==> src/rtl/id_ex_stage.sv <==
// Decode-to-execute pipeline register. It also owns load-use hazard detection,
// bubble insertion, branch flush and global hold.
module id_ex_stage #(
  parameter int W          = 32,
  parameter int RA         = 4,
  parameter int CTRLW      = 8,
  parameter int LOAD_STALL = 1
) (
  input  logic             clk,
  input  logic             rst,
  input  logic             flush,
  input  logic             hold,
  input  logic             valid_d,
  input  logic [W-1:0]     R2val_d,
  input  logic [W-1:0]     R3val_d,
  input  logic [RA-1:0]    R2_d,
  input  logic [RA-1:0]    R3_d,
  input  logic [RA-1:0]    DestR_d,
  input  logic [1:0]       ExtndSel_d,
  input  logic             MemRead_d,
  input  logic             RegWrite_d,
  input  logic [CTRLW-1:0] Ctrl_d,
  output logic [W-1:0]     R2res1,
  output logic [W-1:0]     R3res1,
  output logic [RA-1:0]    R2_2,
  output logic [RA-1:0]    R3_2,
  output logic [1:0]       ExtndSel1,
  output logic [RA-1:0]    DestR_2,
  output logic             MemRead_2,
  output logic             RegWrite_2,
  output logic [CTRLW-1:0] Ctrl_2,
  output logic             valid_2,
  output logic             stall_d
);

  localparam int CW = (LOAD_STALL > 1) ? $clog2(LOAD_STALL) : 1;
  localparam logic [CW-1:0] CNT_INIT = CW'(LOAD_STALL - 1);
  localparam logic [0:0] S_RUN   = 1'b0;
  localparam logic [0:0] S_STALL = 1'b1;

  logic [W-1:0]     r_r2val;
  logic [W-1:0]     r_r3val;
  logic [RA-1:0]    r_r2;
  logic [RA-1:0]    r_r3;
  logic [1:0]       r_extsel;
  logic [RA-1:0]    r_destr;
  logic             r_memread;
  logic             r_regwrite;
  logic [CTRLW-1:0] r_ctrl;
  logic             r_valid;
  logic [0:0]       r_state;
  logic [CW-1:0]    r_cnt;

  logic [W-1:0]     w_r2val_next;
  logic [W-1:0]     w_r3val_next;
  logic [RA-1:0]    w_r2_next;
  logic [RA-1:0]    w_r3_next;
  logic [1:0]       w_extsel_next;
  logic [RA-1:0]    w_destr_next;
  logic             w_memread_next;
  logic             w_regwrite_next;
  logic [CTRLW-1:0] w_ctrl_next;
  logic             w_valid_next;
  logic [0:0]       w_state_next;
  logic [CW-1:0]    w_cnt_next;

  logic w_load_in_ex;
  logic w_r2_match;
  logic w_r3_match;
  logic w_hazard;
  logic w_capture;

  // Register 0 is never a real producer, so a load to r0 cannot cause a stall.
  assign w_load_in_ex = r_valid & r_memread & r_regwrite & (r_destr != '0);
  assign w_r2_match   = (R2_d == r_destr) & ExtndSel_d[1];
  assign w_r3_match   = (R3_d == r_destr) & (ExtndSel_d == 2'b10);
  assign w_hazard     = w_load_in_ex & valid_d & (w_r2_match | w_r3_match);

  assign w_capture = (r_state == S_RUN) & ~w_hazard & valid_d;
  assign stall_d   = ~rst & ~flush & (((r_state == S_RUN) & w_hazard) | (r_state == S_STALL));

  // Anything not captured becomes an all-zero bubble.
  always_comb begin
    w_r2val_next    = '0;
    w_r3val_next    = '0;
    w_r2_next       = '0;
    w_r3_next       = '0;
    w_extsel_next   = '0;
    w_destr_next    = '0;
    w_memread_next  = 1'b0;
    w_regwrite_next = 1'b0;
    w_ctrl_next     = '0;
    w_valid_next    = 1'b0;
    if (w_capture) begin
      w_r2val_next    = R2val_d;
      w_r3val_next    = R3val_d;
      w_r2_next       = R2_d;
      w_r3_next       = R3_d;
      w_extsel_next   = ExtndSel_d;
      w_destr_next    = DestR_d;
      w_memread_next  = MemRead_d;
      w_regwrite_next = RegWrite_d;
      w_ctrl_next     = Ctrl_d;
      w_valid_next    = 1'b1;
    end
  end

  always_comb begin
    w_state_next = r_state;
    w_cnt_next   = r_cnt;
    case (r_state)
      S_RUN: begin
        if (w_hazard) begin
          w_cnt_next   = CNT_INIT;
          w_state_next = (LOAD_STALL > 1) ? S_STALL : S_RUN;
        end
      end
      default: begin
        // Leaving on the 1->0 step makes the stall last exactly LOAD_STALL cycles.
        if (r_cnt > CW'(1)) begin
          w_cnt_next = r_cnt - CW'(1);
        end else begin
          w_cnt_next   = '0;
          w_state_next = S_RUN;
        end
      end
    endcase
  end

  always_ff @(posedge clk or posedge rst) begin
    if (rst) begin
      r_r2val    <= '0;
      r_r3val    <= '0;
      r_r2       <= '0;
      r_r3       <= '0;
      r_extsel   <= '0;
      r_destr    <= '0;
      r_memread  <= 1'b0;
      r_regwrite <= 1'b0;
      r_ctrl     <= '0;
      r_valid    <= 1'b0;
      r_state    <= S_RUN;
      r_cnt      <= '0;
    end else if (flush) begin
      r_r2val    <= '0;
      r_r3val    <= '0;
      r_r2       <= '0;
      r_r3       <= '0;
      r_extsel   <= '0;
      r_destr    <= '0;
      r_memread  <= 1'b0;
      r_regwrite <= 1'b0;
      r_ctrl     <= '0;
      r_valid    <= 1'b0;
      r_state    <= S_RUN;
      r_cnt      <= '0;
    end else if (!hold) begin
      r_r2val    <= w_r2val_next;
      r_r3val    <= w_r3val_next;
      r_r2       <= w_r2_next;
      r_r3       <= w_r3_next;
      r_extsel   <= w_extsel_next;
      r_destr    <= w_destr_next;
      r_memread  <= w_memread_next;
      r_regwrite <= w_regwrite_next;
      r_ctrl     <= w_ctrl_next;
      r_valid    <= w_valid_next;
      r_state    <= w_state_next;
      r_cnt      <= w_cnt_next;
    end
  end

  assign R2res1     = r_r2val;
  assign R3res1     = r_r3val;
  assign R2_2       = r_r2;
  assign R3_2       = r_r3;
  assign ExtndSel1  = r_extsel;
  assign DestR_2    = r_destr;
  assign MemRead_2  = r_memread;
  assign RegWrite_2 = r_regwrite;
  assign Ctrl_2     = r_ctrl;
  assign valid_2    = r_valid;

endmodule

==> config.mk <==
export PLATFORM = sky130hd
export DESIGN_NAME = id_ex_stage
export DESIGN_NICKNAME = d
export VERILOG_FILES = /design/src/rtl/id_ex_stage.sv
export SDC_FILE = /design/constraint.sdc
export NUM_CORES = 1
export LEC_CHECK = 0
export ABC_AREA = 1
export CORE_MARGIN = 8
export CORE_UTILIZATION = 36
export DETAILED_ROUTE_END_ITERATION = 16
export DONT_BUFFER_PORTS = 1
export PLACE_DENSITY = 0.48
export SLEW_MARGIN = 20
export SYNTH_ARGS = -nofsm -noshare
export SYNTH_HDL_FRONTEND = slang
export SYNTH_SLANG_ARGS = --single-unit
==> constraint.sdc <==
create_clock -name clk -period 8.7 [get_ports clk]
set_clock_uncertainty 0.2 [all_clocks]
set_input_delay 1.74 -clock clk [delete_from_list [all_inputs] [get_ports clk]]
set_output_delay 1.74 -clock clk [all_outputs]
set_load 0.05 [all_outputs]
* Word level (Yosys, flattened, before mapping)
Cells that the tools add are included.
** Word-level totals
- Register bits after elaboration :: 91
- Input port bits :: 93
- Output and inout port bits :: 90
- Word-level logic and storage cells :: 78
** Operators by class
- Add/subtract/negate cells :: 1
- Order comparisons :: 1
- Equality and inequality tests :: 4
- Multiplexer cells :: 39
- Bitwise gates (word level) :: 18
- Reduce and logical (&&, ||, !) cells :: 3
** Operator list (number)
- $mux W32 :: 6
- $mux W4 :: 9
- $mux W8 :: 3
- $mux W1 :: 18
- $and A1 B1 Y1 :: 12
- $eq A4 B4 Y1 :: 2
- $mux W2 :: 3
- $not A1 Y1 :: 4
- $reduce_bool A4 Y1 :: 1
- $reduce_bool A3 Y1 :: 1
- $eq A2 B2 Y1 const B :: 1
- $ne A2 B2 Y1 const B :: 1
- $or A1 B1 Y1 :: 2
- $reduce_and A2 Y1 :: 1
- $gt A1 B1 Y1 const B :: 1
- $sub A1 B1 Y1 const B :: 1

* Depth between registers and ports, before layout
Gate-level depths: netlist of the first run.
- Depth after elaboration :: 11
- Gate-level depth with buffers :: 10
- Depth with buffers taken out :: 9

* Least setup slack after synthesis of the first run
Ideal clock, no wire load.
- Kind :: input to output
- From :: input port ExtndSel_d[1]
- To :: output port stall_d
- Arrival :: 2.984 ns
- Required time :: 6.760 ns
- Setup slack :: 3.776 ns
- Cell stages on the path :: 5
- Buffers on the path :: 1
- Path through :: nand4_1 -> nor3_2 -> nand2_4 -> buf_6 -> nor3_2
** On the way
- Cells in the longest elaborated chain, start to end :: 7
- Elaborated cells between the ends (all ways) :: 8
- Classes of those cells :: eq/ne (1); bitwise (7)
** RTL lines
- from (decl) :: RTL line 19 : input logic [1:0] ExtndSel_d,
- $eq A2 B2 Y1 :: RTL line 76 : assign w_r3_match = (R3_d == r_destr) & (ExtndSel_d == 2'b10);
- $and A1 B1 Y1 :: RTL line 76
- $or A1 B1 Y1 (*) :: RTL line 77 : assign w_hazard = w_load_in_ex & valid_d & (w_r2_match | w_r3_match);
- $and A1 B1 Y1 (*) :: RTL line 77
- $and A1 B1 Y1 (*) :: RTL line 80 : assign stall_d = ~rst & ~flush & (((r_state == S_RUN) & w_hazard) | (r_state == S_STALL));
- $or A1 B1 Y1 (*) :: RTL line 80
- $and A1 B1 Y1 (*) :: RTL line 80
- to (decl) :: RTL line 33 : output logic stall_d
Mark *: on every way between the ends. The rest lies on a longest branch, timed or not.

* Final worst setup path of the first run
Ends and elaborated chain as after synthesis.

==> impl_results.html, run 1 <==
<table>
<tr><th>Metric</th><th>Value</th></tr>
<tr><th colspan="2">Power</th></tr>
<tr><td>Leakage power total</td><td>about 2.2 nW</td></tr>
<tr><td>Max rail drop VDD</td><td>0.0675 mV</td></tr>
<tr><td>Post-layout total power</td><td>roughly 770 uW</td></tr>
<tr><td>Areal power density over the cells</td><td>between 150 and 200 nW/um2</td></tr>
<tr><th colspan="2">Synth</th></tr>
<tr><td>Post-synthesis instance area</td><td>3740 um2</td></tr>
<tr><td>Post-synth top flop</td><td>dfrtp_1</td></tr>
<tr><td>Instance count of the mapped netlist</td><td>429</td></tr>
<tr><td>Post-synthesis area per instance</td><td>between 8 and 9 um2</td></tr>
<tr><td>Synth async-reset ratio</td><td>100%</td></tr>
<tr><td>Most area-hungry cell type in the Yosys netlist</td><td>dfrtp_1</td></tr>
<tr><td>Seq/Total Area, Yosys</td><td>59.5%</td></tr>
<tr><td>Number of flops mapped to enable cells by yosys</td><td>0</td></tr>
<tr><td>Main area contributors after synthesis</td><td>dfrtp_1 (60%), nand2_1 (20%), nand3_1 (12%)</td></tr>
<tr><td>Fraction of synthesized cell area taken by the top area cell type</td><td>59.5%</td></tr>
<tr><td>Nets in the synthesized netlist</td><td>522</td></tr>
<tr><td>Post-synthesis cell type count</td><td>18</td></tr>
<tr><td>Flop and latch count out of synthesis</td><td>89</td></tr>
<tr><td>Warning count from the yosys run</td><td>0</td></tr>
<tr><th colspan="2">STA</th></tr>
<tr><td>Post-route worst hold slack</td><td>0.588 ns</td></tr>
<tr><td>Final hold violation count</td><td>0</td></tr>
<tr><td>Fraction of the cycle the final worst path needs</td><td>a little over three fifths</td></tr>
<tr><td>Final worst-path setup slack</td><td>3.26 ns</td></tr>
<tr><td>Max Freq</td><td>184 MHz</td></tr>
<tr><td>Sum of negative setup slack</td><td>0 ns</td></tr>
<tr><td>Minimum period implied by the final worst setup slack</td><td>roughly 5.4 ns</td></tr>
<tr><td>Finish-stage setup viols</td><td>0</td></tr>
<tr><td>Max-slew violation count</td><td>0</td></tr>
<tr><td>Slew HR</td><td>between 30% and 40%</td></tr>
<tr><td>Least-Margin Pin Slew</td><td>0.929 ns</td></tr>
<tr><td>Setup repair after global routing missed its margin</td><td>false</td></tr>
<tr><th colspan="2">Routing</th></tr>
<tr><td>DR top layer</td><td>met4</td></tr>
<tr><td>Met3 layer wire length in the routed design</td><td>approximately 1100 um</td></tr>
<tr><td>Detailed-route wire length on metal 1</td><td>4120 um</td></tr>
<tr><td>Violation count after the first detailed-routing iteration</td><td>204</td></tr>
<tr><td>Met2 WL</td><td>4790 um</td></tr>
<tr><td>Detail Route Antenna Nets</td><td>0</td></tr>
<tr><td>Number of remaining DRC errors</td><td>0</td></tr>
<tr><td>Number of optimization iterations in the first detailed-route pass</td><td>4</td></tr>
<tr><td>Vias per std cell</td><td>4.96</td></tr>
<tr><td>Final routed wire length divided by cell count</td><td>18.2 um</td></tr>
<tr><td>Sum of routed wire length over all layers</td><td>around 10000 um</td></tr>
<tr><td>Number of vias after detailed routing</td><td>2757</td></tr>
<tr><th colspan="2">Layout</th></tr>
<tr><td>Synth-to-Final Area Change</td><td>4.68%</td></tr>
<tr><td>Final core area utilization</td><td>38.3%</td></tr>
<tr><td>Non-filler instance count after layout</td><td>556</td></tr>
<tr><td>Summed area of non-filler cells in the final layout</td><td>3920 um2</td></tr>
<tr><td>Antenna fix cells</td><td>0</td></tr>
<tr><td>Final #Nets</td><td>510</td></tr>
<tr><td>Ratio of cells with drive above 1 in the final layout</td><td>5.48%</td></tr>
<tr><th colspan="2">Setup path</th></tr>
<tr><td>Highest net fanout along the worst path</td><td>90</td></tr>
<tr><td>Reg2Reg Depth</td><td>8</td></tr>
<tr><td>Capture point of the critical path</td><td>stall_d</td></tr>
<tr><td>Data arrival time of the critical path</td><td>3.50 ns</td></tr>
<tr><td>Stages on worst setup path</td><td>4</td></tr>
<tr><td>Critical path endpoint category</td><td>output port</td></tr>
<tr><td>CP peak stage delay</td><td>0.86 ns</td></tr>
<tr><td>Worst-path cell with the longest stage delay</td><td>nor3_2</td></tr>
<tr><td>Chain of cells forming the critical path</td><td>nand4_1 &gt; nor3_2 &gt; nand2_4 &gt; nor3_2</td></tr>
<tr><td>Endpoint of the lowest-slack register-to-register path</td><td>DestR_2[3]</td></tr>
<tr><td>R2R Path Start</td><td>DestR_2[3]</td></tr>
<tr><td>Startpoint-to-endpoint class of the critical path</td><td>input port to output port</td></tr>
<tr><td>Setup slack on the worst flop-to-flop path</td><td>6.19 ns</td></tr>
<tr><td>Buffer and inverter count on the worst path</td><td>0</td></tr>
<tr><td>Critical Path Start Type</td><td>input port</td></tr>
<tr><td>Most frequent cell on the critical path</td><td>nor3_2</td></tr>
<tr><td>Worst path top cell family by delay</td><td>simple AND/OR/NAND/NOR gates</td></tr>
<tr><td>Critical path origin</td><td>ExtndSel_d[1]</td></tr>
<tr><td>Worst EP required</td><td>6.76 ns</td></tr>
<tr><th colspan="2">Clocking</th></tr>
<tr><td>Max H-tree Level</td><td>3</td></tr>
<tr><td>Setup repair bufs after CTS</td><td>0</td></tr>
<tr><td>Post-CTS resize count</td><td>0</td></tr>
<tr><td>Cts-stage hold buffer count</td><td>0</td></tr>
<tr><td>Clock Root Buffer</td><td>clkbuf_8</td></tr>
<tr><td>Clock tree sinks</td><td>just under 90</td></tr>
<tr><td>Skew-Pair Late Insertion Delay</td><td>between 0.3 and 0.4 ns</td></tr>
<tr><td>Clock tree from TritonCTS</td><td>built</td></tr>
<tr><td>Worst-path clk slew</td><td>0.07 ns</td></tr>
<tr><td>Clock Tree Buf Depth</td><td>2</td></tr>
<tr><td>Number of CTS-inserted buffers</td><td>9</td></tr>
<tr><th colspan="2">Floorplanning</th></tr>
<tr><td>Overall die area</td><td>13900 um2</td></tr>
<tr><td>Die Y</td><td>118 um</td></tr>
<tr><td>Effective utilization at floorplan</td><td>36.6%</td></tr>
<tr><td>Cell row count</td><td>37</td></tr>
<tr><td>I/O pin total</td><td>around 180</td></tr>
<tr><td>Floorplan die width</td><td>118 um</td></tr>
<tr><td>Core area</td><td>10200 um2</td></tr>
<tr><th colspan="2">Worst hold path</th></tr>
<tr><td>Path class of the lowest-slack min-delay path</td><td>register to register</td></tr>
<tr><td>Startpoint of the worst hold path</td><td>R3res1[0]</td></tr>
<tr><th colspan="2">Run</th></tr>
<tr><td>Number of max-cap violations</td><td>0</td></tr>
<tr><th colspan="2">Placed design</th></tr>
<tr><td>Worst slack after detailed placement</td><td>between 3 and 4 ns</td></tr>
<tr><td>Number of port buffers</td><td>0</td></tr>
<tr><td>Cells after DPL</td><td>542</td></tr>
<tr><td>Gp weighted congestion</td><td>0.749</td></tr>
<tr><td>Post-detailed-placement cell area</td><td>between 3000 and 4000 um2</td></tr>
<tr><td>Half-perimeter wire length after detailed placement</td><td>about 7000 um</td></tr>
<tr><th colspan="2">GRT</th></tr>
<tr><td>First-pass GRT wire length</td><td>16400 um</td></tr>
<tr><td>GRT Residual Overflow</td><td>0</td></tr>
<tr><td>Antenna violations before repair</td><td>0</td></tr>
<tr><td>Maximum number of pins on one net before global-route repair</td><td>91</td></tr>
<tr><td>Vias in the first global route</td><td>between 2000 and 3000</td></tr>
<tr><td>Overall routing resource usage</td><td>~15%</td></tr>
<tr><th colspan="2">Outcome</th></tr>
<tr><td>Run status</td><td>finished, final reports clean</td></tr>
</table>
tightest hold or removal path: cells and delay by family (launching register included):
family | cells | cell delay [ns]
flops | 1 | 0.57
simple gates | 2 | 0.19
sequential cells by signal, indices dropped and copies added, names as in the netlist:
register	flops
R3res1	32
R2_2	4
valid_2	1
RegWrite_2	1
R3_2	4
DestR_2	4
MemRead_2	1
ExtndSel1	2
R2res1	32
Ctrl_2	8
synth_stat cells, types with 2 or more instances:
cell type,n
nand2_1,198
dfrtp_1,89
nand3_1,89
clkbuf_1,14
buf_6,9
inv_1,9
nor2_1,4
buf_2,3
inv_2,3
nor3_2,2
xor2_1,2
layer usage:
layer	global-route usage [%]	up-vias
met5	0	-
met4	5.20	0
met3	6.95	9
met2	22.9	126
met1	17.4	1293
li1	-	1329
where the power goes:
| part | switching, mW | internal, mW |
|---|---|---|
| combinational | 0.0298 | 0.0120 |
| clock | 0.134 | 0.101 |
| sequential | 0.0703 | 0.428 |
cells by family (layout without fill, tap and decap cells):
family / count (synthesis) / in the layout / share of synthesized area, %
AOI/OAI and AO/OA: 1 / 1 / 0.201
xor gates and xnor gates: 2 / 2 / 0.468
buffers and inverters: 39 / 30 / 5.92
DFF: 89 / 89 / 59.5
and+or+nand+nor: 298 / 298 / 33.9
cell usage in the layout (no fill, tap or decap), drive strengths merged:
cell type and n:
buf 4, o21bai 1, xor2 2, nor3 4, inv 12, nor2 5, dfrtp 89, nand3 89
nand2 199, clkbuf 13, nand4 1, clkinv 1
area by class of cell:
cell class	count	area, um2
fillers	1045	6310
flip-flops and latches	89	2230
multi-input cells	301	1300
well taps	136	170
clock buffers	13	139
inverters	12	47.5
repair buffers	4	30.0
clock inverters	1	5.00
worst min path at each step:
stage	end	slack, ns	depth (start not counted)
3_5_place_dp	R3res1[0]	0.58	2
6_report	R3res1[0]	0.59	2
4_1_cts	R3res1[8]	0.59	2
5_1_grt	R3res1[13]	0.62	2
3_3_place_gp	R3res1[6]	0.58	2
2_1_floorplan	R2res1[10]	0.56	2
(Power assumes the default switching activity.)
==> inputs of run 2 (changes only) <==
- clock period: 8.7 -> 5.21 ns (I/O delays scaled with it)
==> impl_results.html, run 2 (synthesized netlist as in run 1, its figures left out) <==
<table>
<tr><th>Metric</th><th>Value</th></tr>
<tr><th colspan="2">Placed design</th></tr>
<tr><td>Gp weighted congestion</td><td>roughly 0.8</td></tr>
<tr><td>Half-perimeter wire length after detailed placement</td><td>approximately 7100 um</td></tr>
<tr><td>Number of port buffers</td><td>0</td></tr>
<tr><td>Worst slack after detailed placement</td><td>1.77 ns</td></tr>
<tr><th colspan="2">Layout</th></tr>
<tr><td>Commonest non-fill, non-tap cell in the layout</td><td>nand2_1</td></tr>
<tr><td>Ratio of cells with drive above 1 in the final layout</td><td>6.41%</td></tr>
<tr><td>Final core area utilization</td><td>38.8%</td></tr>
<tr><td>Final #Nets</td><td>510</td></tr>
<tr><td>Number of fill cells</td><td>1071</td></tr>
<tr><td>Antenna fix cells</td><td>0</td></tr>
<tr><td>Synth-to-Final Area Change</td><td>6.05%</td></tr>
<tr><td>Most used cells in the layout excluding fill and tap cells</td><td>nand2_1 (198), dfrtp_1 (89), nand3_1 (89), clkbuf_8 (11), inv_1 (8)</td></tr>
<tr><th colspan="2">Setup path</th></tr>
<tr><td>CP peak stage delay</td><td>0.71 ns</td></tr>
<tr><td>Most frequent cell on the critical path</td><td>nand2_1</td></tr>
<tr><td>Chain of cells forming the critical path</td><td>inv_1 &gt; nand2_1 &gt; nand3_1 &gt; nor2_1 &gt; nand2_1 &gt; nand2_1 &gt; nand2_4 &gt; nor3_2</td></tr>
<tr><td>Critical path endpoint category</td><td>output port</td></tr>
<tr><td>Critical Path Start Type</td><td>register</td></tr>
<tr><td>Highest net fanout along the worst path</td><td>4</td></tr>
<tr><td>Reg2Reg Depth</td><td>9</td></tr>
<tr><td>Data arrival time of the critical path</td><td>approximately 2.4 ns</td></tr>
<tr><td>Worst EP required</td><td>3.97 ns</td></tr>
<tr><td>Worst-path cell with the longest stage delay</td><td>dfrtp_1</td></tr>
<tr><td>Endpoint of the lowest-slack register-to-register path</td><td>R2_2[3]</td></tr>
<tr><td>Setup slack on the worst flop-to-flop path</td><td>2.53 ns</td></tr>
<tr><td>Startpoint-to-endpoint class of the critical path</td><td>register to output port</td></tr>
<tr><td>R2R Path Start</td><td>DestR_2[3]</td></tr>
<tr><th colspan="2">Clocking</th></tr>
<tr><td>Clock tree sinks</td><td>around 90</td></tr>
<tr><td>Clock Root Buffer</td><td>clkbuf_8</td></tr>
<tr><td>Worst-path clk slew</td><td>0.08 ns</td></tr>
<tr><td>Cts-stage hold buffer count</td><td>0</td></tr>
<tr><td>Clock Tree Buf Depth</td><td>2</td></tr>
<tr><td>Skew-Pair Late Insertion Delay</td><td>approximately 0.35 ns</td></tr>
<tr><td>Number of CTS-inserted buffers</td><td>9</td></tr>
<tr><td>Max H-tree Level</td><td>3</td></tr>
<tr><td>Post-CTS resize count</td><td>0</td></tr>
<tr><td>Setup repair bufs after CTS</td><td>0</td></tr>
<tr><td>Clock tree from TritonCTS</td><td>built</td></tr>
<tr><th colspan="2">Floorplanning</th></tr>
<tr><td>I/O pin total</td><td>183</td></tr>
<tr><td>Cell row count</td><td>37</td></tr>
<tr><td>Die Y</td><td>between 100 and 150 um</td></tr>
<tr><td>Floorplan die width</td><td>118 um</td></tr>
<tr><td>Overall die area</td><td>roughly 14000 um2</td></tr>
<tr><td>Core area</td><td>between 10000 and 15000 um2</td></tr>
<tr><td>Effective utilization at floorplan</td><td>36.6%</td></tr>
<tr><th colspan="2">STA</th></tr>
<tr><td>Finish-stage setup viols</td><td>0</td></tr>
<tr><td>Max Freq</td><td>279 MHz</td></tr>
<tr><td>Final worst-path setup slack</td><td>~1.6 ns</td></tr>
<tr><td>Sum of negative setup slack</td><td>0 ns</td></tr>
<tr><td>Final hold violation count</td><td>0</td></tr>
<tr><td>Setup repair after global routing missed its margin</td><td>false</td></tr>
<tr><td>Max-slew violation count</td><td>0</td></tr>
<tr><td>Post-route worst hold slack</td><td>slightly below 0.4 ns</td></tr>
<tr><td>Least-Margin Pin Slew</td><td>0.944 ns</td></tr>
<tr><td>Minimum period implied by the final worst setup slack</td><td>about 3.6 ns</td></tr>
<tr><td>Slew HR</td><td>37.1%</td></tr>
<tr><td>Fraction of the cycle the final worst path needs</td><td>68.9%</td></tr>
<tr><th colspan="2">GRT</th></tr>
<tr><td>First-pass GRT wire length</td><td>around 17000 um</td></tr>
<tr><td>GRT Residual Overflow</td><td>0</td></tr>
<tr><td>Vias in the first global route</td><td>between 2000 and 3000</td></tr>
<tr><td>Antenna violations before repair</td><td>0</td></tr>
<tr><td>Overall routing resource usage</td><td>15.0%</td></tr>
<tr><td>Maximum number of pins on one net before global-route repair</td><td>90</td></tr>
<tr><th colspan="2">Power</th></tr>
<tr><td>Post-layout total power</td><td>1.38 mW</td></tr>
<tr><td>Max rail drop VDD</td><td>0.141 mV</td></tr>
<tr><td>Areal power density over the cells</td><td>347 nW/um2</td></tr>
<tr><td>Leakage power total</td><td>2.22 nW</td></tr>
<tr><th colspan="2">Routing</th></tr>
<tr><td>Violation count after the first detailed-routing iteration</td><td>205</td></tr>
<tr><td>Number of vias after detailed routing</td><td>2761</td></tr>
<tr><td>Vias per std cell</td><td>around 5</td></tr>
<tr><td>Final routed wire length divided by cell count</td><td>around 19 um</td></tr>
<tr><td>Sum of routed wire length over all layers</td><td>approximately 10000 um</td></tr>
<tr><td>Detail Route Antenna Nets</td><td>0</td></tr>
<tr><td>Number of remaining DRC errors</td><td>0</td></tr>
<tr><td>Number of optimization iterations in the first detailed-route pass</td><td>4</td></tr>
<tr><th colspan="2">Worst hold path</th></tr>
<tr><td>Path class of the lowest-slack min-delay path</td><td>input port to asynchronous set/reset pin</td></tr>
<tr><th colspan="2">Run</th></tr>
<tr><td>Number of max-cap violations</td><td>0</td></tr>
<tr><th colspan="2">Outcome</th></tr>
<tr><td>Run status</td><td>finished, final reports clean</td></tr>
</table>
-- run 2: through the flow --
step	instances	area [um2]
after floorplan	429	3740
after global placement	542	3770
after detailed placement	542	3770
after CTS	557	3970
after global routing	557	3970
final	557	3970
-- run 2: final cells by class --
class,count,area (um2),share of cell area [%]
Timing Repair Buffer,4,30.0,0.757
Inverter,12,47.5,1.20
Clock inverter,3,40.0,1.01
Multi-Input combinational cell,301,1300,32.7
Sequential cell,89,2230,56.1
Tap cell,136,170,4.29
Clock buffer,12,155,3.91
-- run 2: power by group --
part,leakage [nW],internal [mW],switching (mW)
Combinational,0.899,0.0198,0.0503
Clock,0.102,0.244,0.231
Sequential,1.21,0.714,0.118
Total,2.22,0.978,0.398
-- run 2: critical path: cells and delay by family (launching register included) --
kind	cells	cell delay, ns
buf+inv	1	0.18
flops	1	0.71
simple gates	7	1.11
-- run 2: worst max-delay path by stage --
stage,end,slack [ns],startpoint,depth (start not counted)
global placement,stall_d,1.79,ExtndSel_d[1],4
detailed placement,stall_d,1.77,ExtndSel_d[1],4
floorplan,Ctrl_2[0],1.66,rst,1
CTS,stall_d,1.58,DestR_2[3],8
finish,stall_d,1.62,DestR_2[3],8
global route,stall_d,1.43,DestR_2[3],8
-- run 2: routing by layer --
| metal | part of all wire [%] | global-route usage, % |
|---|---|---|
| met5 | 0 | 0 |
| met4 | 2.2 | 7.21 |
| met3 | 11 | 7.00 |
| met2 | 47 | 23.0 |
| met1 | 40 | 17.4 |
==> inputs of run 3 (changes only) <==
- PLACE_DENSITY: 0.48 -> 0.5
- clock period: 5.21 -> 2.9 ns (I/O delays scaled with it)
==> impl_results.html, run 3 (synthesized netlist as in run 1, its figures left out) <==
<table>
<tr><th>Metric</th><th>Value</th></tr>
<tr><th colspan="2">Clocking</th></tr>
<tr><td>Clock tree from TritonCTS</td><td>built</td></tr>
<tr><td>Skew-Pair Late Insertion Delay</td><td>0.35 ns</td></tr>
<tr><td>Post-CTS resize count</td><td>0</td></tr>
<tr><td>Cts-stage hold buffer count</td><td>0</td></tr>
<tr><td>Setup repair bufs after CTS</td><td>0</td></tr>
<tr><td>Max H-tree Level</td><td>3</td></tr>
<tr><td>Clock tree sinks</td><td>89</td></tr>
<tr><td>Clock Root Buffer</td><td>clkbuf_8</td></tr>
<tr><td>Number of CTS-inserted buffers</td><td>9</td></tr>
<tr><td>Clock Tree Buf Depth</td><td>2</td></tr>
<tr><td>Worst-path clk slew</td><td>0.09 ns</td></tr>
<tr><th colspan="2">Power</th></tr>
<tr><td>Max rail drop VDD</td><td>0.256 mV</td></tr>
<tr><td>Post-layout total power</td><td>2.49 mW</td></tr>
<tr><td>Leakage power total</td><td>~2.2 nW</td></tr>
<tr><td>Areal power density over the cells</td><td>616 nW/um2</td></tr>
<tr><th colspan="2">Layout</th></tr>
<tr><td>Final core area utilization</td><td>39.5%</td></tr>
<tr><td>Commonest non-fill, non-tap cell in the layout</td><td>nand2_1</td></tr>
<tr><td>Antenna fix cells</td><td>0</td></tr>
<tr><td>Synth-to-Final Area Change</td><td>8.02%</td></tr>
<tr><td>Number of fill cells</td><td>1071</td></tr>
<tr><td>Final #Nets</td><td>518</td></tr>
<tr><td>Ratio of cells with drive above 1 in the final layout</td><td>8.16%</td></tr>
<tr><td>Most used cells in the layout excluding fill and tap cells</td><td>nand2_1 (198), dfrtp_1 (89), nand3_1 (89), buf_4 (11), clkbuf_8 (10)</td></tr>
<tr><th colspan="2">STA</th></tr>
<tr><td>Sum of negative setup slack</td><td>0 ns</td></tr>
<tr><td>Final worst-path setup slack</td><td>0.167 ns</td></tr>
<tr><td>Least-Margin Pin Slew</td><td>around 0.9 ns</td></tr>
<tr><td>Finish-stage setup viols</td><td>0</td></tr>
<tr><td>Max Freq</td><td>around 370 MHz</td></tr>
<tr><td>Fraction of the cycle the final worst path needs</td><td>94.2%</td></tr>
<tr><td>Final hold violation count</td><td>0</td></tr>
<tr><td>Max-slew violation count</td><td>0</td></tr>
<tr><td>Slew HR</td><td>40.5%</td></tr>
<tr><td>Setup repair after global routing missed its margin</td><td>false</td></tr>
<tr><td>Minimum period implied by the final worst setup slack</td><td>between 2 and 3 ns</td></tr>
<tr><th colspan="2">Floorplanning</th></tr>
<tr><td>Cell row count</td><td>37</td></tr>
<tr><td>Overall die area</td><td>around 14000 um2</td></tr>
<tr><td>Die Y</td><td>118 um</td></tr>
<tr><td>Core area</td><td>10200 um2</td></tr>
<tr><td>Floorplan die width</td><td>118 um</td></tr>
<tr><td>Effective utilization at floorplan</td><td>36.6%</td></tr>
<tr><td>I/O pin total</td><td>183</td></tr>
<tr><th colspan="2">Routing</th></tr>
<tr><td>Final routed wire length divided by cell count</td><td>around 19 um</td></tr>
<tr><td>Number of remaining DRC errors</td><td>0</td></tr>
<tr><td>Vias per std cell</td><td>4.95</td></tr>
<tr><td>Sum of routed wire length over all layers</td><td>10600 um</td></tr>
<tr><td>Number of vias after detailed routing</td><td>2799</td></tr>
<tr><td>Number of optimization iterations in the first detailed-route pass</td><td>4</td></tr>
<tr><td>Violation count after the first detailed-routing iteration</td><td>162</td></tr>
<tr><td>Detail Route Antenna Nets</td><td>0</td></tr>
<tr><th colspan="2">Worst hold path</th></tr>
<tr><td>Path class of the lowest-slack min-delay path</td><td>input port to asynchronous set/reset pin</td></tr>
<tr><th colspan="2">Placed design</th></tr>
<tr><td>Worst slack after detailed placement</td><td>0.516 ns</td></tr>
<tr><td>Number of port buffers</td><td>0</td></tr>
<tr><td>Gp weighted congestion</td><td>approximately 0.82</td></tr>
<tr><td>Half-perimeter wire length after detailed placement</td><td>7420 um</td></tr>
<tr><th colspan="2">Setup path</th></tr>
<tr><td>Highest net fanout along the worst path</td><td>3</td></tr>
<tr><td>Startpoint-to-endpoint class of the critical path</td><td>register to output port</td></tr>
<tr><td>Critical Path Start Type</td><td>register</td></tr>
<tr><td>Critical path endpoint category</td><td>output port</td></tr>
<tr><td>Data arrival time of the critical path</td><td>1.95 ns</td></tr>
<tr><td>Worst EP required</td><td>2.12 ns</td></tr>
<tr><th colspan="2">GRT</th></tr>
<tr><td>First-pass GRT wire length</td><td>16600 um</td></tr>
<tr><td>Overall routing resource usage</td><td>15.0%</td></tr>
<tr><td>GRT Residual Overflow</td><td>0</td></tr>
<tr><td>Vias in the first global route</td><td>approximately 2800</td></tr>
<tr><td>GRT met2 Usage</td><td>22.9%</td></tr>
<tr><td>Fraction of met3 tracks used by global routing</td><td>6.76%</td></tr>
<tr><td>GR peak layer</td><td>met2</td></tr>
<tr><td>Global routing met1 resource utilization</td><td>a little under a fifth</td></tr>
<tr><td>Antenna violations before repair</td><td>0</td></tr>
<tr><td>Maximum number of pins on one net before global-route repair</td><td>90</td></tr>
<tr><th colspan="2">Outcome</th></tr>
<tr><td>Run status</td><td>finished, final reports clean</td></tr>
<tr><th colspan="2">Run</th></tr>
<tr><td>Number of max-cap violations</td><td>0</td></tr>
</table>
run 3: worst paths after layout:
check / startpoint / end / slack [ns] / depth (start not counted)
worst min-delay path: rst / R2_2[0] / 0.004 / 1
worst max register to register: RegWrite_2 / MemRead_2 / 0.60 / 6
min in group clk: DestR_d[1] / DestR_2[1] / 0.16 / 2
max in group asynchronous: rst / R3res1[31] / 1.72 / 2
worst max-delay path: RegWrite_2 / stall_d / 0.17 / 5
worst min register to register: DestR_2[3] / DestR_2[3] / 0.57 / 3
run 3: final cells by class:
cell class              instances  area, um2  share of cell area, %
inverters                      12       48.8                   1.21
multi-input cells             301       1300                   32.1
clock inverters                 4       53.8                   1.33
flip-flops and latches         89       2230                   55.1
repair buffers                 12        103                   2.54
well taps                     136        170                   4.21
clock buffers                  11        141                   3.50
run 3: worst max-delay path, stage by stage (launching register included):
cell and delay (ns):
dfrtp_1 0.68, nand4_1 0.25, nor3_2 0.28, nand2_4 0.07, nor3_2 0.10, buf_4 0.22
run 3: metrics by stage:
stage / hold WS, ns / cell area (um2) / instances
global placement: 0.400 / 3850 / 550
finish: 0.00378 / 4040 / 565
CTS: 0.00944 / 4040 / 565
global route: 0.0218 / 4040 / 565
detailed placement: 0.403 / 3850 / 550
floorplan: 0.518 / 3750 / 429
run 3: power by group:
part	internal, mW	switching [mW]
Sequential	1.28	0.202
Clock	0.420	0.441
Combinational	0.0422	0.102
run 3: layer usage:
metal,share of wire [%],up-vias,wire length [um]
met5,0,-,0
met4,1.6,0,165
met3,10,13,1090
met2,46,124,4870
met1,42,1318,4420
li1,-,1344,-
